`src/rtl/btn_event_conditioner_if.sv`:
```
// Button conditioner bus: raw buttons and game_tick in, conditioned levels,
// tick-aligned events, jump charge and debug press counters out.
interface btn_event_conditioner_if #(
  parameter int CHARGE_WIDTH = 8
);
  logic                    left_btn;
  logic                    right_btn;
  logic                    jump_btn;
  logic                    game_tick;
  logic                    left_level;
  logic                    right_level;
  logic                    jump_level;
  logic                    left_evt;
  logic                    right_evt;
  logic                    jump_charging;
  logic                    jump_fire;
  logic [CHARGE_WIDTH-1:0] jump_charge;
  logic [15:0]             left_cnt;
  logic [15:0]             right_cnt;
  logic [15:0]             jump_cnt;

  modport master (
    output left_btn, right_btn, jump_btn, game_tick,
    input  left_level, right_level, jump_level, left_evt, right_evt,
    input  jump_charging, jump_fire, jump_charge, left_cnt, right_cnt, jump_cnt
  );

  modport slave (
    input  left_btn, right_btn, jump_btn, game_tick,
    output left_level, right_level, jump_level, left_evt, right_evt,
    output jump_charging, jump_fire, jump_charge, left_cnt, right_cnt, jump_cnt
  );
endinterface

```
`src/rtl/btn_event_conditioner.sv`:
```
// Button sync/debounce, tick re-timing of press events and jump charge FSM.
// Define BTN_EVT_CNT_EN to build the 16-bit debug press counters.

// One button lane: 2-FF synchroniser, debouncer, registered rise/fall pulses.
module btn_event_debounce #(
  parameter int DB_CYCLES = 1000000
) (
  input  logic sys_clk,
  input  logic sys_rst,
  input  logic raw,
  output logic level,
  output logic rise,
  output logic fall
);
  localparam int DBW = (DB_CYCLES > 1) ? $clog2(DB_CYCLES) : 1;

  logic [1:0]     sync_pipe;
  logic [DBW-1:0] db_cnt;
  logic           differ;
  logic           accept;

  assign differ = sync_pipe[1] ^ level;
  assign accept = differ && (db_cnt == DBW'(DB_CYCLES - 1));

  always_ff @(posedge sys_clk) begin
    if (sys_rst) begin
      sync_pipe <= '0;
      db_cnt    <= '0;
      level     <= 1'b0;
      rise      <= 1'b0;
      fall      <= 1'b0;
    end else begin
      sync_pipe <= {sync_pipe[0], raw};
      // Any return to the stable value restarts the window.
      if (!differ || accept) db_cnt <= '0;
      else                   db_cnt <= db_cnt + 1'b1;
      if (accept) level <= sync_pipe[1];
      rise <= accept &  sync_pipe[1];
      fall <= accept & ~sync_pipe[1];
    end
  end
endmodule

module btn_event_conditioner #(
  parameter int DB_CYCLES    = 1000000,
  parameter int CHARGE_WIDTH = 8,
  parameter int CHARGE_MAX   = 255
) (
  input  logic                    sys_clk,
  input  logic                    sys_rst,
  btn_event_conditioner_if.slave  bus
);
  localparam int NUM_BTN = 3;  // lane 0 left, 1 right, 2 jump

  typedef enum logic [1:0] {S_IDLE, S_CHARGE, S_RELEASE} jstate_t;

  logic [NUM_BTN-1:0] raw;
  logic [NUM_BTN-1:0] level;
  logic [NUM_BTN-1:0] rise;
  logic [NUM_BTN-1:0] fall;
  logic               unused_fall;
  logic               tick;

  assign raw         = {bus.jump_btn, bus.right_btn, bus.left_btn};
  assign tick        = bus.game_tick & ~sys_rst;
  assign unused_fall = ^fall[1:0];

  btn_event_debounce #(.DB_CYCLES(DB_CYCLES)) u_db [NUM_BTN-1:0] (
    .sys_clk (sys_clk),
    .sys_rst (sys_rst),
    .raw     (raw),
    .level   (level),
    .rise    (rise),
    .fall    (fall)
  );

  assign bus.left_level  = level[0];
  assign bus.right_level = level[1];
  assign bus.jump_level  = level[2];

  // Sticky pending press; a rise coinciding with the tick is reported directly.
  logic [1:0] pend;
  logic [1:0] evt;

  always_ff @(posedge sys_clk) begin
    if (sys_rst)             pend <= '0;
    else if (bus.game_tick)  pend <= '0;
    else                     pend <= pend | rise[1:0];
  end

  assign evt           = {2{tick}} & (pend | rise[1:0]);
  assign bus.left_evt  = evt[0];
  assign bus.right_evt = evt[1];

  // Jump charge FSM
  jstate_t                 state;
  jstate_t                 state_nxt;
  logic [CHARGE_WIDTH-1:0] charge_cnt;
  logic [CHARGE_WIDTH-1:0] charge_hold;
  logic                    charging_q;
  logic                    fire;

  always_ff @(posedge sys_clk) begin
    if (sys_rst) begin
      state      <= S_IDLE;
      charging_q <= 1'b0;
    end else begin
      state      <= state_nxt;
      charging_q <= (state_nxt == S_CHARGE);
    end
  end

  always_comb begin
    state_nxt = state;
    case (state)
      S_IDLE:    if (rise[2]) state_nxt = S_CHARGE;
      S_CHARGE:  if (fall[2]) state_nxt = S_RELEASE;
      S_RELEASE: if (tick)    state_nxt = S_IDLE;
      default:                state_nxt = S_IDLE;
    endcase
  end

  always_comb begin
    fire = 1'b0;
    if (state == S_RELEASE) fire = tick;
  end

  always_ff @(posedge sys_clk) begin
    if (sys_rst) begin
      charge_cnt  <= '0;
      charge_hold <= '0;
    end else begin
      if (state == S_IDLE && rise[2])
        charge_cnt <= '0;
      else if (state == S_CHARGE && tick && charge_cnt != CHARGE_WIDTH'(CHARGE_MAX))
        charge_cnt <= charge_cnt + 1'b1;
      if (fire) charge_hold <= charge_cnt;
    end
  end

  assign bus.jump_charging = charging_q;
  assign bus.jump_fire     = fire;
  assign bus.jump_charge   = fire ? charge_cnt : charge_hold;

`ifdef BTN_EVT_CNT_EN
  logic [NUM_BTN-1:0][15:0] press_cnt;

  for (genvar g = 0; g < NUM_BTN; g++) begin : g_cnt
    always_ff @(posedge sys_clk) begin
      if (sys_rst)      press_cnt[g] <= '0;
      else if (rise[g]) press_cnt[g] <= press_cnt[g] + 16'd1;
    end
  end

  assign bus.left_cnt  = press_cnt[0];
  assign bus.right_cnt = press_cnt[1];
  assign bus.jump_cnt  = press_cnt[2];
`else
  assign bus.left_cnt  = 16'd0;
  assign bus.right_cnt = 16'd0;
  assign bus.jump_cnt  = 16'd0;
`endif
endmodule

```
`src/flat_wrapper.sv`:
```
// flat-port wrapper written by rule: the top's interface ports become plain ports
module btn_event_conditioner_flat 
#(
  parameter int DB_CYCLES    = 1000000,
  parameter int CHARGE_WIDTH = 8,
  parameter int CHARGE_MAX   = 255
)
  (sys_clk, sys_rst, bus_left_btn, bus_right_btn, bus_jump_btn, bus_game_tick, bus_left_level, bus_right_level, bus_jump_level, bus_left_evt, bus_right_evt, bus_jump_charging, bus_jump_fire, bus_jump_charge, bus_left_cnt, bus_right_cnt, bus_jump_cnt);
  btn_event_conditioner_if #(.CHARGE_WIDTH(CHARGE_WIDTH)) bus_i ();
  input  logic sys_clk;
  input  logic sys_rst;
  input wire logic [$bits(bus_i.left_btn)-1:0] bus_left_btn;
  input wire logic [$bits(bus_i.right_btn)-1:0] bus_right_btn;
  input wire logic [$bits(bus_i.jump_btn)-1:0] bus_jump_btn;
  input wire logic [$bits(bus_i.game_tick)-1:0] bus_game_tick;
  output wire logic [$bits(bus_i.left_level)-1:0] bus_left_level;
  output wire logic [$bits(bus_i.right_level)-1:0] bus_right_level;
  output wire logic [$bits(bus_i.jump_level)-1:0] bus_jump_level;
  output wire logic [$bits(bus_i.left_evt)-1:0] bus_left_evt;
  output wire logic [$bits(bus_i.right_evt)-1:0] bus_right_evt;
  output wire logic [$bits(bus_i.jump_charging)-1:0] bus_jump_charging;
  output wire logic [$bits(bus_i.jump_fire)-1:0] bus_jump_fire;
  output wire logic [$bits(bus_i.jump_charge)-1:0] bus_jump_charge;
  output wire logic [$bits(bus_i.left_cnt)-1:0] bus_left_cnt;
  output wire logic [$bits(bus_i.right_cnt)-1:0] bus_right_cnt;
  output wire logic [$bits(bus_i.jump_cnt)-1:0] bus_jump_cnt;
  assign bus_i.left_btn = bus_left_btn;
  assign bus_i.right_btn = bus_right_btn;
  assign bus_i.jump_btn = bus_jump_btn;
  assign bus_i.game_tick = bus_game_tick;
  assign bus_left_level = bus_i.left_level;
  assign bus_right_level = bus_i.right_level;
  assign bus_jump_level = bus_i.jump_level;
  assign bus_left_evt = bus_i.left_evt;
  assign bus_right_evt = bus_i.right_evt;
  assign bus_jump_charging = bus_i.jump_charging;
  assign bus_jump_fire = bus_i.jump_fire;
  assign bus_jump_charge = bus_i.jump_charge;
  assign bus_left_cnt = bus_i.left_cnt;
  assign bus_right_cnt = bus_i.right_cnt;
  assign bus_jump_cnt = bus_i.jump_cnt;
  btn_event_conditioner #(.DB_CYCLES(DB_CYCLES), .CHARGE_WIDTH(CHARGE_WIDTH), .CHARGE_MAX(CHARGE_MAX)) u_core (.sys_clk(sys_clk), .sys_rst(sys_rst), .bus(bus_i));
endmodule
```
`config.mk`:
```
export PLATFORM = sky130hd
export DESIGN_NAME = btn_event_conditioner_flat
export DESIGN_NICKNAME = d
export VERILOG_FILES = /design/src/rtl/btn_event_conditioner_if.sv /design/src/rtl/btn_event_conditioner.sv /design/src/flat_wrapper.sv
export SDC_FILE = /design/constraint.sdc
export NUM_CORES = 1
export LEC_CHECK = 0
export BUFFER_PORTS_ARGS = -buffer_cell sky130_fd_sc_hd__buf_4
export CORE_MARGIN = 3
export CORE_UTILIZATION = 63
export CTS_BUF_LIST = sky130_fd_sc_hd__clkbuf_8
export CTS_CLUSTER_SIZE = 8
export DETAILED_ROUTE_END_ITERATION = 7
export PLACE_DENSITY_LB_ADDON = 0.1
export SYNTH_ARGS = -nofsm -noshare
export SYNTH_HDL_FRONTEND = slang
export SYNTH_SLANG_ARGS = --single-unit
```
`constraint.sdc`:
```
create_clock -name sys_clk -period 5.8 [get_ports sys_clk]
set_input_delay 1.16 -clock sys_clk [delete_from_list [all_inputs] [get_ports sys_clk]]
set_output_delay 1.16 -clock sys_clk [all_outputs]
set_load 0.01 [all_outputs]
```
# Yosys cells after proc, flatten, opt, wreduce, memory -nomap -nowiden
# Cells that the tools add are included.
[totals]
ff_bits = 94
output_inout_bits = 63
[op_classes]
addsub = 4
n_eq_ne = 7
mux = 6
bitwise_logic = 12
reduce_logical = 18
[op_table]
columns = ["operator", "n"]
rows = [
  ["$add A20 B1 Y20 const B", 3],
  ["$eq A20 B20 Y1 const B", 3],
  ["$reduce_or A2 Y1", 5],
  ["$add A8 B1 Y8 const B", 1],
  ["$mux W8", 1],
  ["$ne A8 B8 Y1 const B", 1],
  ["$logic_and A1 B1 Y1", 6],
  ["$mux W2", 3],
  ["$pmux W2 S3", 1],
  ["$and A1 B1 Y1", 5],
  ["$eq A2 B1 Y1 const B", 2],
  ["$logic_not A1 Y1", 3],
  ["$logic_or A1 B1 Y1", 3],
  ["$xor A1 B1 Y1", 3],
  ["$and A2 B2 Y2", 1],
  ["$eq A2 B2 Y1 const B", 1],
  ["$logic_not A2 Y1", 1],
  ["$not A1 Y1", 2],
  ["$or A2 B2 Y2", 1],
  ["$mux W1", 1],
]

# Longest topological paths before layout
# Gate-level depths: netlist of the first run.
[depth]
word_depth = 5
mapped_depth = 6
ltp_nobuf = 5

# Hierarchy
# Synthesis of the first run repeated with hierarchy kept, for this count alone.
[hier_totals]
hier_cells = 516
area_unflattened_um2 = 4712.0
[by_module_without_submodules]
columns = ["mod", "instances", "cells_per_inst", "area_per_inst_um2", "seq_area_each_um2"]
rows = [
  ["btn_event_debounce", 3, 125, 1107.3, 500.5],
  ["btn_event_conditioner", 1, 141, 1390.1, 420.4],
]

# Least setup slack after synthesis of the first run
# No wires, ideal clock.
[synth_path]
kind = "input -> output"
startpoint = "input port sys_rst"
endpoint = "output port bus_jump_charge[0]"
arrival_time_ns = 2.281
required_time_ns = 4.640
path_slack_ns = 2.359
cell_stages = 4
n_path_buf = 1
cell_sequence = "nand2b_1 nor3b_1 clkbuf_1 mux2_2"
[synth_between]
elab_chain_cells = 4
[synth_rtl]
columns = ["item", "line_no", "rtl"]
rows = [
  ["start: declaration", "flat_wrapper.sv:11", "input logic sys_rst;"],
  ["$not A1 Y1", "btn_event_conditioner.sv:65", "assign tick = bus.game_tick & ~sys_rst;"],
  ["$and A1 B1 Y1", "btn_event_conditioner.sv:65", ""],
  ["$mux W1", "btn_event_conditioner.sv:125", "if (state == S_RELEASE) fire = tick;"],
  ["via bus_jump_fire", "flat_wrapper.sv:22", "output wire logic [$bits(bus_i.jump_fire)-1:0] bus_jump_fire;"],
  ["$mux W8", "btn_event_conditioner.sv:143", "assign bus.jump_charge = fire ? charge_cnt : charge_hold;"],
  ["end: declaration", "flat_wrapper.sv:23", "output wire logic [$bits(bus_i.jump_charge)-1:0] bus_jump_charge;"],
]
# The timed path passes the listed nets, and every way through them passes these cells.

# Worst setup path in the final report of the first run
[layout_path]
startpoint = "input port sys_rst"
endpoint = "output port bus_jump_charge[4]"
[layout_between]
elab_chain_cells = 4
[layout_rtl]
columns = ["item", "line_no"]
rows = [
  ["$not A1 Y1", "btn_event_conditioner.sv:65"],
  ["$and A1 B1 Y1", "btn_event_conditioner.sv:65"],
  ["$mux W1", "btn_event_conditioner.sv:125"],
  ["$mux W8", "btn_event_conditioner.sv:143"],
]
# No other way between the ends.

==> flow_metrics.py, run 1 <==
metrics = {
    "global_routing": {
        "pin_count_of_the_biggest_net_entering_global_routing": 32,
        "first_pass_grt_wire_length_um": 14300,
        "grt_util_all_layers_pct": 20.8,
        "first_global_vias": 3224,
        "grt_antenna_before_repair": 0,
        "gr-total-overflow": 0,
    },
    "pwr": {
        "combPwrFrac_pct": 2.6,
        "vdd_drop_max_mv": 0.186,
        "power_frac_seq_pct": 56.7,
        "power.switching_fraction_pct": 21.1,
        "powerDensity_nw_per_um2": 244,
        "total_switching_power_uw": 242,
        "finalPower_mw": 1.14,
        "total_leakage_power_nw": 1.58,
        "clock_power_share_pct": 40.8,
        "internal_power_uw": 903,
    },
    "synth": {
        "post_synth_edffs": 0,
        "netlist_area_um2": 4430,
        "synth_area_leaders": "dfxtp_1 (42%), buf_4 (8.3%), xnor2_1 (4.9%), nor2_1 (4.2%), a21oi_1 (3.3%)",
        "syn-instance-count": 505,
        "synth.ff_latch_count": 94,
        "synth_warnings": 0,
        "synth_top_cell_by_area": "dfxtp_1",
        "seq_total_area_yosys_pct": 42.5,
        "postSynth.asyncResetShare_pct": 0,
        "dominantRegCellSynth": "dfxtp_1",
        "syn_avg_cell_area_um2": 8.77,
        "post_synth_num_cell_types": 41,
        "netlist.area_leader.share_pct": 42.5,
    },
    "clock_network": {
        "ctsHtreeMaxLevel": 3,
        "cts_tree": "done",
        "cts_buffers": 9,
        "worstSkewPairLatency_ns": 0.36,
        "clock_sinks": 94,
        "clockBufferDepth": 2,
        "cts-resized-gates": 0,
        "cts_hold_buffers": 0,
        "postCtsSetupBuffers": 0,
        "cts.clk_slew.worst_paths_ns": 0.08,
        "cts-root-buf": "clkbuf_8",
    },
    "final_layout": {
        "fin_area_um2": 4700,
        "flow.area_growth_from_synthesis_pct": 6.05,
        "drive_above_1_share_pct": 10.6,
        "instances_no_fill": 622,
        "finish.net_count": 535,
        "num-fill-cells": 500,
        "antenna_cells_inserted": 0,
        "fin_util_pct": 71.5,
    },
    "critical_path": {
        "worst_r2r_startpoint": "u_core.u_db[2].db_cnt[0]",
        "crit_path_max_fanout": 31,
        "worstPathArrival_ns": 2.55,
        "crit_path_max_incr_delay_ns": 0.37,
        "crit_slowest_cell": "mux2_2",
        "rrSetupSlack_ns": 3.63,
        "criticalPathCategory": "input port to primary output",
        "critical_path.reg2reg.endpoint": "u_core.u_db[2].db_cnt[18]",
        "end_kind": "primary output",
        "critPathRequiredTime_ns": 4.64,
        "critPathLaunchType": "input port",
        "reg2regPathDepth": 5,
        "cp_cell_sequence": "buf_4 -> nand2b_1 -> nor3b_1 -> buf_4 -> mux2_2 -> buf_4",
        "worst_path_most_repeated_cell": "buf_4",
    },
    "timing": {
        "final_critical_path_setup_slack_ns": 2.09,
        "fin_skew_ns": 0.0103,
        "final-setup-viol-count": 0,
        "fin_crit_sh_pct": 64.0,
        "finalCriticalPeriod_ns": 3.71,
        "hold_viol_final": 0,
        "rsz0062_at_grt": "no",
        "max_slew_violations": 0,
        "max_slew_margin_pct": 63.1,
        "fmax_mhz": 270,
        "tightestPinTransition_ns": 0.547,
        "setup-tns-final_ns": 0,
        "worst_hold_slack_ns": 0.441,
    },
    "placed_design": {
        "hpwl_um": 5710,
        "port_buffers": 20,
        "pre_cts_slack_ns": 2.08,
        "final_weighted_congestion_in_routability_driven_placement": 0.829,
        "place_area_um2": 4480,
        "placed_cells_incl_taps": 607,
    },
    "flow_run": {
        "max_cap_viol_count": 0,
    },
    "die": {
        "floorplan.initialDensity_pct": 67.4,
        "std_cell_rows": 29,
        "io_pins": 69,
        "die-height_um": 89.9,
        "core_area_um2": 6570,
        "fp.dieW_um": 89.9,
        "die_area_um2": 8070,
    },
    "detailed_routing": {
        "route.met2.wl_um": 3860,
        "remaining_drc_errors": 0,
        "m1WireLength_um": 3700,
        "top_layer_used": "met4",
        "detail_route.first_pass.iterations": 4,
        "wire_length_per_cell_after_detailed_routing_um": 13.1,
        "detail_route.iter0.violations": 122,
        "antenna_left": 0,
        "routed-via-count": 3443,
        "drt-total-wl_um": 8120,
        "route.detailed.vias_per_inst": 5.54,
        "routed-wl-met3_um": 419,
    },
    "min_path": {
        "hold_path_class": "register to register",
        "hold_end": "u_core.u_db[1].sync_pipe[1]",
        "hold_path.startpoint": "u_core.u_db[1].sync_pipe[0]",
        "hold-path-cell-count": 1,
    },
    "status": {
        "status": "completed",
    },
}
==> routing by layer <==
metal | global-route usage [%] | vias up
met5 | 0 | -
met4 | 7.40 | 0
met3 | 5.59 | 15
met2 | 34.3 | 91
met1 | 26.4 | 1615
li1 | - | 1722
==> critical path, delay by kind of cell <==
kind / cells / cell delay, ns
buf+inv: 3 / 0.58
simple gates: 2 / 0.44
mux: 1 / 0.37
==> power groups by stage <==
stage | clock [mW] | sequential [mW] | combinational [mW]
3_5_place_dp | 0 | 0.664 | 0.0287
6_report | 0.467 | 0.649 | 0.0294
4_1_cts | 0.474 | 0.649 | 0.0287
3_3_place_gp | 0 | 0.664 | 0.0283
5_1_grt | 0.503 | 0.649 | 0.0327
2_1_floorplan | 0 | 0.664 | 0.0469
==> sequential cells by signal, indices dropped and copies added, names as in the netlist <==
signal,count
u_core.u_db.rise,3
u_core.pend,2
u_core.u_db.fall,1
u_core.u_db.sync_pipe,6
u_core.charge_cnt,8
u_core.state,2
u_core.u_db.db_cnt,60
u_core.charge_hold,8
u_core.u_db.level,3
u_core.bus.jump_charging,1
==> worst max-delay path by stage <==
stage                 start            endpoint  depth (start not counted)
floorplan           sys_rst  bus_jump_charge[0]                          4
global placement    sys_rst  bus_jump_charge[7]                          6
detailed placement  sys_rst  bus_jump_charge[4]                          6
CTS                 sys_rst  bus_jump_charge[4]                          6
global route        sys_rst  bus_jump_charge[4]                          6
finish              sys_rst  bus_jump_charge[4]                          6
==> area by class of cell <==
| type | count | area (um^2) | share of cell area, % |
|---|---|---|---|
| clock inverters | 5 | 76.3 | 1.62 |
| clock buffers | 10 | 138 | 2.93 |
| multi-input cells | 380 | 2240 | 47.8 |
| repair buffers | 24 | 180 | 3.84 |
| flip-flops and latches | 94 | 1880 | 40.1 |
| well taps | 93 | 116 | 2.48 |
| inverters | 16 | 60.1 | 1.28 |
==> cell usage after synthesis, types with 15 or more instances <==
master and n:
dfxtp_1 94, nor2_1 50, buf_4 49, a21oi_1 29
nand3_1 25, xnor2_1 25, nand2_1 20, inv_1 16
nor2b_1 16, o21ai_0 16, nand4_1 15
==> cells by family (layout without fill, tap and decap cells) <==
group	Yosys count	after routing	synth area share, %
xor gates and xnor gates	38	38	7.51
muxes	11	11	2.71
adders and majority gates	4	4	1.13
AOI/OAI and AO/OA	60	60	7.51
other	1	48	0.0847
and+or+nand+nor	219	219	27.7
DFF	94	94	42.5
buffers and inverters	78	55	10.8
==> layout by cell type (no fill, tap or decap), types with 8 or more instances in the layout <==
| master | count |
|---|---|
| nor3_1 | 13 |
| o21ai_0 | 16 |
| nor4_1 | 10 |
| or4_1 | 13 |
| a21oi_1 | 29 |
| nand3_1 | 25 |
| inv_1 | 18 |
| conb_1 | 48 |
| dfxtp_1 | 94 |
| nand2_1 | 20 |
| buf_4 | 24 |
| or3_1 | 13 |
| nand4_1 | 15 |
| nor2_1 | 50 |
| and3_1 | 9 |
| xor2_1 | 13 |
| xnor2_1 | 25 |
| clkbuf_8 | 10 |
| o31ai_1 | 10 |
| mux2_2 | 8 |
| nor2b_1 | 16 |
No activity file was read; power rests on OpenSTA's default activity.
==> run 2, diff against run 1 <==
CORE_UTILIZATION = 53   (was 63)
clock period = 3.2 ns   (was 5.8 ns; I/O delays follow)
==> run 2 against run 1 <==
- clock power grew 100%
- global-route usage shrank 4.2 points
- sequential share of layout area down 0.50 points
- first-iteration DRC count is 42% lower
- clock-buffer cell count unchanged
- worst setup slack worse by 1.5 ns
- utilization is 12 points lower
- flip-flop and latch count is the same
==> flow_metrics.py, run 2 (same netlist as run 1, synthesis figures left out) <==
metrics = {
    "status": {
        "status": "completed",
    },
    "pwr": {
        "power_frac_seq_pct": 54.1,
        "clock_power_share_pct": 43.4,
        "internal_power_mw": 1.72,
        "total_leakage_power_nw": 1.60,
        "combPwrFrac_pct": 2.5,
        "power.switching_fraction_pct": 20.7,
        "total_switching_power_uw": 451,
        "powerDensity_nw_per_um2": 457,
        "vdd_drop_max_mv": 0.211,
    },
    "critical_path": {
        "crit_slowest_cell": "mux2_2",
        "largest_delay_contributor_family_on_the_critical_path": "simple AND/OR/NAND/NOR gates",
        "critPathRequiredTime_ns": 2.56,
        "worst_r2r_startpoint": "u_core.u_db[2].db_cnt[0]",
        "cp_cell_sequence": "buf_4 -> nand2b_1 -> nor3b_1 -> buf_4 -> mux2_2 -> buf_4",
        "end_kind": "primary output",
        "crit_path_max_fanout": 5,
        "crit_path_max_incr_delay_ns": 0.34,
        "worstPathArrival_ns": 1.94,
        "criticalPathCategory": "input port to primary output",
        "critPathLaunchType": "input port",
        "worst_path_most_repeated_cell": "buf_4",
        "timing.critical_path.from": "sys_rst",
        "timing.critical_path.buf_inv": 3,
    },
    "die": {
        "die-height_um": 97.4,
        "die_area_um2": 9490,
        "io_pins": 69,
        "std_cell_rows": 32,
        "fp.dieW_um": 97.4,
        "core_area_um2": 7930,
        "floorplan.initialDensity_pct": 55.9,
    },
    "clock_network": {
        "worstSkewPairLatency_ns": 0.36,
        "clockBufferDepth": 2,
        "cts.clk_slew.worst_paths_ns": 0.09,
        "ctsHtreeMaxLevel": 3,
        "clock_sinks": 94,
        "cts-resized-gates": 0,
        "cts_buffers": 9,
        "cts-root-buf": "clkbuf_8",
        "cts_tree": "done",
        "cts_hold_buffers": 0,
        "postCtsSetupBuffers": 0,
    },
    "timing": {
        "setup-tns-final_ns": 0,
        "max_slew_margin_pct": 66.6,
        "rsz0062_at_grt": "no",
        "max_slew_violations": 0,
        "hold_viol_final": 0,
        "finalCriticalPeriod_ns": 2.58,
        "fin_crit_sh_pct": 80.5,
        "fmax_mhz": 388,
        "final-setup-viol-count": 0,
        "tightestPinTransition_ns": 0.495,
        "fin_skew_ns": 0.0107,
        "final_critical_path_setup_slack_ns": 0.625,
    },
    "global_routing": {
        "first_global_vias": 2953,
        "grt_antenna_before_repair": 0,
        "gr-total-overflow": 0,
        "grt_util_all_layers_pct": 16.6,
        "pin_count_of_the_biggest_net_entering_global_routing": 31,
        "first_pass_grt_wire_length_um": 13300,
    },
    "min_path": {
        "hold_path_class": "register to register",
        "hold_path.startpoint": "u_core.u_db[1].sync_pipe[0]",
    },
    "final_layout": {
        "drive_above_1_share_pct": 11.5,
        "layout.cells.most_common_list": "dfxtp_1 (94), nor2_1 (50), conb_1 (48)",
        "largest_register_ffs": 60,
        "flow.area_growth_from_synthesis_pct": 7.37,
        "largest-register": "u_core.u_db.db_cnt",
        "instances_no_fill": 634,
        "antenna_cells_inserted": 0,
        "finish.net_count": 537,
        "largest_registers": "u_core.u_db.db_cnt (60), u_core.charge_cnt (8), u_core.charge_hold (8)",
        "mostFrequentLayoutCell": "dfxtp_1",
    },
    "detailed_routing": {
        "remaining_drc_errors": 0,
        "antenna_left": 0,
        "detail_route.iter0.violations": 71,
        "detail_route.first_pass.iterations": 4,
        "route.detailed.vias_per_inst": 5.28,
        "drt-total-wl_um": 7770,
        "routed-via-count": 3349,
        "wire_length_per_cell_after_detailed_routing_um": 12.3,
    },
    "placed_design": {
        "placed_cells_incl_taps": 618,
        "port_buffers": 20,
        "pre_cts_slack_ns": 0.636,
        "hpwl_um": 5540,
        "final_weighted_congestion_in_routability_driven_placement": 0.787,
    },
    "flow_run": {
        "max_cap_viol_count": 0,
    },
}
[run 2: changes by cell type in the layout (fill, tap and decap cells not counted)]
cell / previous run / this run
clkinv_2: 0 / 2
bufinv_16: 2 / 3
buf_4: 24 / 26
inv_1: 18 / 16
[run 2: final timing paths]
kind | endpoint | slack [ns] | cells after the start
worst max-delay path | bus_jump_charge[0] | 0.62 | 6
worst min register to register | u_core.u_db[1].sync_pipe[1] | 0.45 | 1
worst max register to register | u_core.u_db[2].db_cnt[18] | 1.03 | 5
worst min-delay path | u_core.u_db[1].sync_pipe[1] | 0.45 | 1
[run 2: layout make-up]
type | instances | area [um^2]
fillers | 740 | 3170
multi-input cells | 380 | 2240
flip-flops and latches | 94 | 1880
repair buffers | 26 | 195
clock buffers | 10 | 138
well taps | 102 | 128
clock inverters | 6 | 109
inverters | 16 | 60.1
[run 2: routing by layer]
layer,part of all wire (%),up-vias,global-route usage (%)
li1,-,1716,-
met1,49,1571,22.5
met2,45,51,25.9
met3,4.1,11,3.88
met4,1.5,0,6.07
met5,0,-,0
[run 2: power by group through the flow]
stage	logic (mW)	registers [mW]	clock network [mW]
2_1_floorplan	0.0851	1.20	0
3_3_place_gp	0.0532	1.20	0
3_5_place_dp	0.0532	1.20	0
4_1_cts	0.0533	1.18	0.972
5_1_grt	0.0601	1.18	1.02
6_report	0.0542	1.18	0.944
[run 2: through the flow]
stage               util, %  power [mW]  instance area (um^2)  hold slack [ns]
global placement       56.9        1.26                  4510            0.417
floorplan                 -        1.29                  4610            0.414
detailed placement     56.9        1.26                  4510            0.434
finish                 60.0        2.17                  4760            0.448
global route           60.0        2.26                  4760            0.462
CTS                    60.0        2.20                  4760            0.445
==> run 3, diff against run 2 <==
ABC_AREA = 1   (was default)
CORE_UTILIZATION = 54   (was 53)
clock period = 2.2 ns   (was 3.2 ns; I/O delays follow)
==> run 3 against run 2 <==
- via count is 25% higher
- worst setup slack worse by 0.45 ns
- critical path depth increased by 2
- clock power is 33% higher
- critical path type is now register to primary output
- power up 41%
- global-route usage rose by 2.1 points
- synthesized cell count increased by 43%
- worst hold slack worse by 0.16 ns
==> flow_metrics.py, run 3 <==
metrics = {
    "critical_path": {
        "worst_r2r_startpoint": "u_core.u_db[1].db_cnt[0]",
        "worstPathArrival_ns": 1.59,
        "rrSetupSlack_ns": 0.54,
        "critPathRequiredTime_ns": 1.76,
        "reg2regPathDepth": 7,
        "critical_path.reg2reg.endpoint": "u_core.u_db[1].db_cnt[9]",
        "crit_path_max_fanout": 9,
        "end_kind": "primary output",
        "worst_setup_path_endpoint": "bus_jump_charge[0]",
        "critPathLaunchType": "register",
        "criticalPathCategory": "register to primary output",
        "timing.critical_path.from": "u_core.state[1]",
    },
    "timing": {
        "fin_skew_ns": 0.0125,
        "max_slew_violations": 0,
        "final-setup-viol-count": 0,
        "finalCriticalPeriod_ns": 2.03,
        "fmax_mhz": 493,
        "fin_crit_sh_pct": 92.2,
        "final_critical_path_setup_slack_ns": 0.171,
        "hold_viol_final": 0,
    },
    "clock_network": {
        "cts_tree": "done",
        "cts_buffers": 9,
        "cts_hold_buffers": 0,
        "worstSkewPairLatency_ns": 0.35,
        "ctsHtreeMaxLevel": 3,
        "cts.clk_slew.worst_paths_ns": 0.08,
        "cts-root-buf": "clkbuf_8",
        "clock_sinks": 94,
        "clockBufferDepth": 2,
    },
    "synth": {
        "netlist_area_um2": 4930,
        "syn-instance-count": 722,
        "synth.top_cells.by_count": "nand2_1 (159), nor2_1 (146), dfxtp_1 (94), inv_1 (72), buf_4 (52)",
        "synth_warnings": 0,
        "seq_total_area_yosys_pct": 38.2,
        "synthMostInstantiatedCell": "nand2_1",
        "netlist.area_leader.share_pct": 38.2,
        "dominantRegCellSynth": "dfxtp_1",
        "syn_avg_cell_area_um2": 6.83,
        "synth_top_cell_by_area": "dfxtp_1",
        "postSynth.asyncResetShare_pct": 0,
        "post_synth_num_cell_types": 30,
        "synth.ff_latch_count": 94,
        "synth_area_leaders": "dfxtp_1 (38%), nand2_1 (12%), nor2_1 (11%), buf_4 (7.9%), inv_1 (5.5%)",
        "post_synth_edffs": 0,
    },
    "final_layout": {
        "layout.cells.most_common_list": "nand2_1 (159), nor2_1 (145), dfxtp_1 (94)",
        "largest_registers": "u_core.u_db.db_cnt (60), u_core.charge_cnt (8), u_core.charge_hold (8)",
        "largest_register_ffs": 60,
        "num-fill-cells": 844,
        "antenna_cells_inserted": 0,
        "fin_util_pct": 59.5,
        "largest-register": "u_core.u_db.db_cnt",
        "drive_above_1_share_pct": 8.50,
        "mostFrequentLayoutCell": "nand2_1",
        "flow.area_growth_from_synthesis_pct": 6.32,
        "finish.net_count": 758,
    },
    "detailed_routing": {
        "route.detailed.vias_per_inst": 4.86,
        "detail_route.first_pass.iterations": 5,
        "wire_length_per_cell_after_detailed_routing_um": 10.8,
        "route.met2.wl_um": 4400,
        "top_layer_used": "met4",
        "m1WireLength_um": 4540,
        "detail_route.iter0.violations": 135,
        "routed-wl-met3_um": 269,
        "drt-total-wl_um": 9300,
        "remaining_drc_errors": 0,
        "antenna_left": 0,
        "routed-via-count": 4181,
    },
    "placed_design": {
        "port_buffers": 20,
        "hpwl_um": 7010,
        "pre_cts_slack_ns": 0.299,
        "final_weighted_congestion_in_routability_driven_placement": 0.862,
    },
    "global_routing": {
        "pin_count_of_the_biggest_net_entering_global_routing": 23,
        "grt_util_all_layers_pct": 18.7,
        "gr-total-overflow": 0,
        "first_global_vias": 3650,
        "grt_antenna_before_repair": 0,
        "first_pass_grt_wire_length_um": 15900,
    },
    "pwr": {
        "vdd_drop_max_mv": 0.333,
        "total_leakage_power_nw": 1.88,
        "finalPower_mw": 3.06,
        "powerDensity_nw_per_um2": 583,
    },
    "die": {
        "die_area_um2": 10300,
        "fp.dieW_um": 102,
        "floorplan.initialDensity_pct": 56.0,
        "die-height_um": 102,
        "core_area_um2": 8810,
        "std_cell_rows": 34,
        "io_pins": 69,
    },
    "flow_run": {
        "max_cap_viol_count": 0,
    },
    "min_path": {
        "hold_path_class": "input port to register",
    },
    "status": {
        "status": "completed",
    },
}
run 3: final cells by class:
class	instances	area (um^2)	area share, %
timing repair buffer	25	188	3.58
sequential	94	1880	35.9
multi-input combinational	543	2530	48.3
clock inverter	7	98.8	1.89
clock buffer	9	124	2.36
tap	108	135	2.58
inverter	75	284	5.42
run 3: worst max-delay path, stage by stage, from the launching register on:
cell and delay (ns):
dfxtp_1 0.33, inv_1 0.07, nor2_2 0.16, nand3_4 0.15, inv_4 0.12, or2_0 0.11
o21ai_0 0.12, inv_1 0.08, buf_4 0.11
run 3: per-stage QoR:
stage | area, um^2 | setup TNS (ns) | hold WS, ns | cells
after floorplan | 5110 | 0 | 0.388 | 769
after global placement | 5000 | 0 | 0.389 | 844
after detailed placement | 5000 | 0 | 0.396 | 844
after CTS | 5220 | 0 | 0.282 | 860
after global routing | 5240 | -0.00449 | 0.291 | 861
final | 5240 | 0 | 0.293 | 861
run 3: repair_timing:
action	4_1_cts	5_1_grt
endpoints found under the setup margin	0	8
setup buffers	0	1
resized for setup	0	5
run 3: worst min path at each step:
stage | startpoint | end | depth (start not counted)
4_1_cts | bus_left_btn | u_core.u_db[0].sync_pipe[0] | 3
3_3_place_gp | u_core.u_db[2].sync_pipe[0] | u_core.u_db[2].sync_pipe[1] | 2
6_report | bus_jump_btn | u_core.u_db[2].sync_pipe[0] | 3
3_5_place_dp | u_core.u_db[1].sync_pipe[0] | u_core.u_db[1].sync_pipe[1] | 2
5_1_grt | bus_left_btn | u_core.u_db[0].sync_pipe[0] | 3
2_1_floorplan | u_core.u_db[0].sync_pipe[0] | u_core.u_db[0].sync_pipe[1] | 2
run 3: routing by layer:
layer	track usage, %	up-vias
met2	31.3	61
li1	-	2215
met3	2.75	7
met4	5.52	0
met1	25.1	1898
met5	0	-
run 3: kinds of logic (layout without fill, tap and decap cells):
kind of cell / Yosys count / count (layout) / share of synthesized area, %
xor gates and xnor gates: 27 / 27 / 4.80
adders and majority gates: 4 / 4 / 1.02
other: 1 / 48 / 0.0760
and+or+nand+nor: 410 / 410 / 36.0
buffers and inverters: 132 / 116 / 14.3
DFF: 94 / 94 / 38.2
AOI/OAI and AO/OA: 54 / 54 / 5.63
run 3: report_power, final:
part	total (mW)	switching, mW	internal (mW)
sequential	1.71	0.00452	1.71
clock	1.26	0.615	0.647
combinational	0.0843	0.0689	0.0154
total	3.06	0.688	2.37
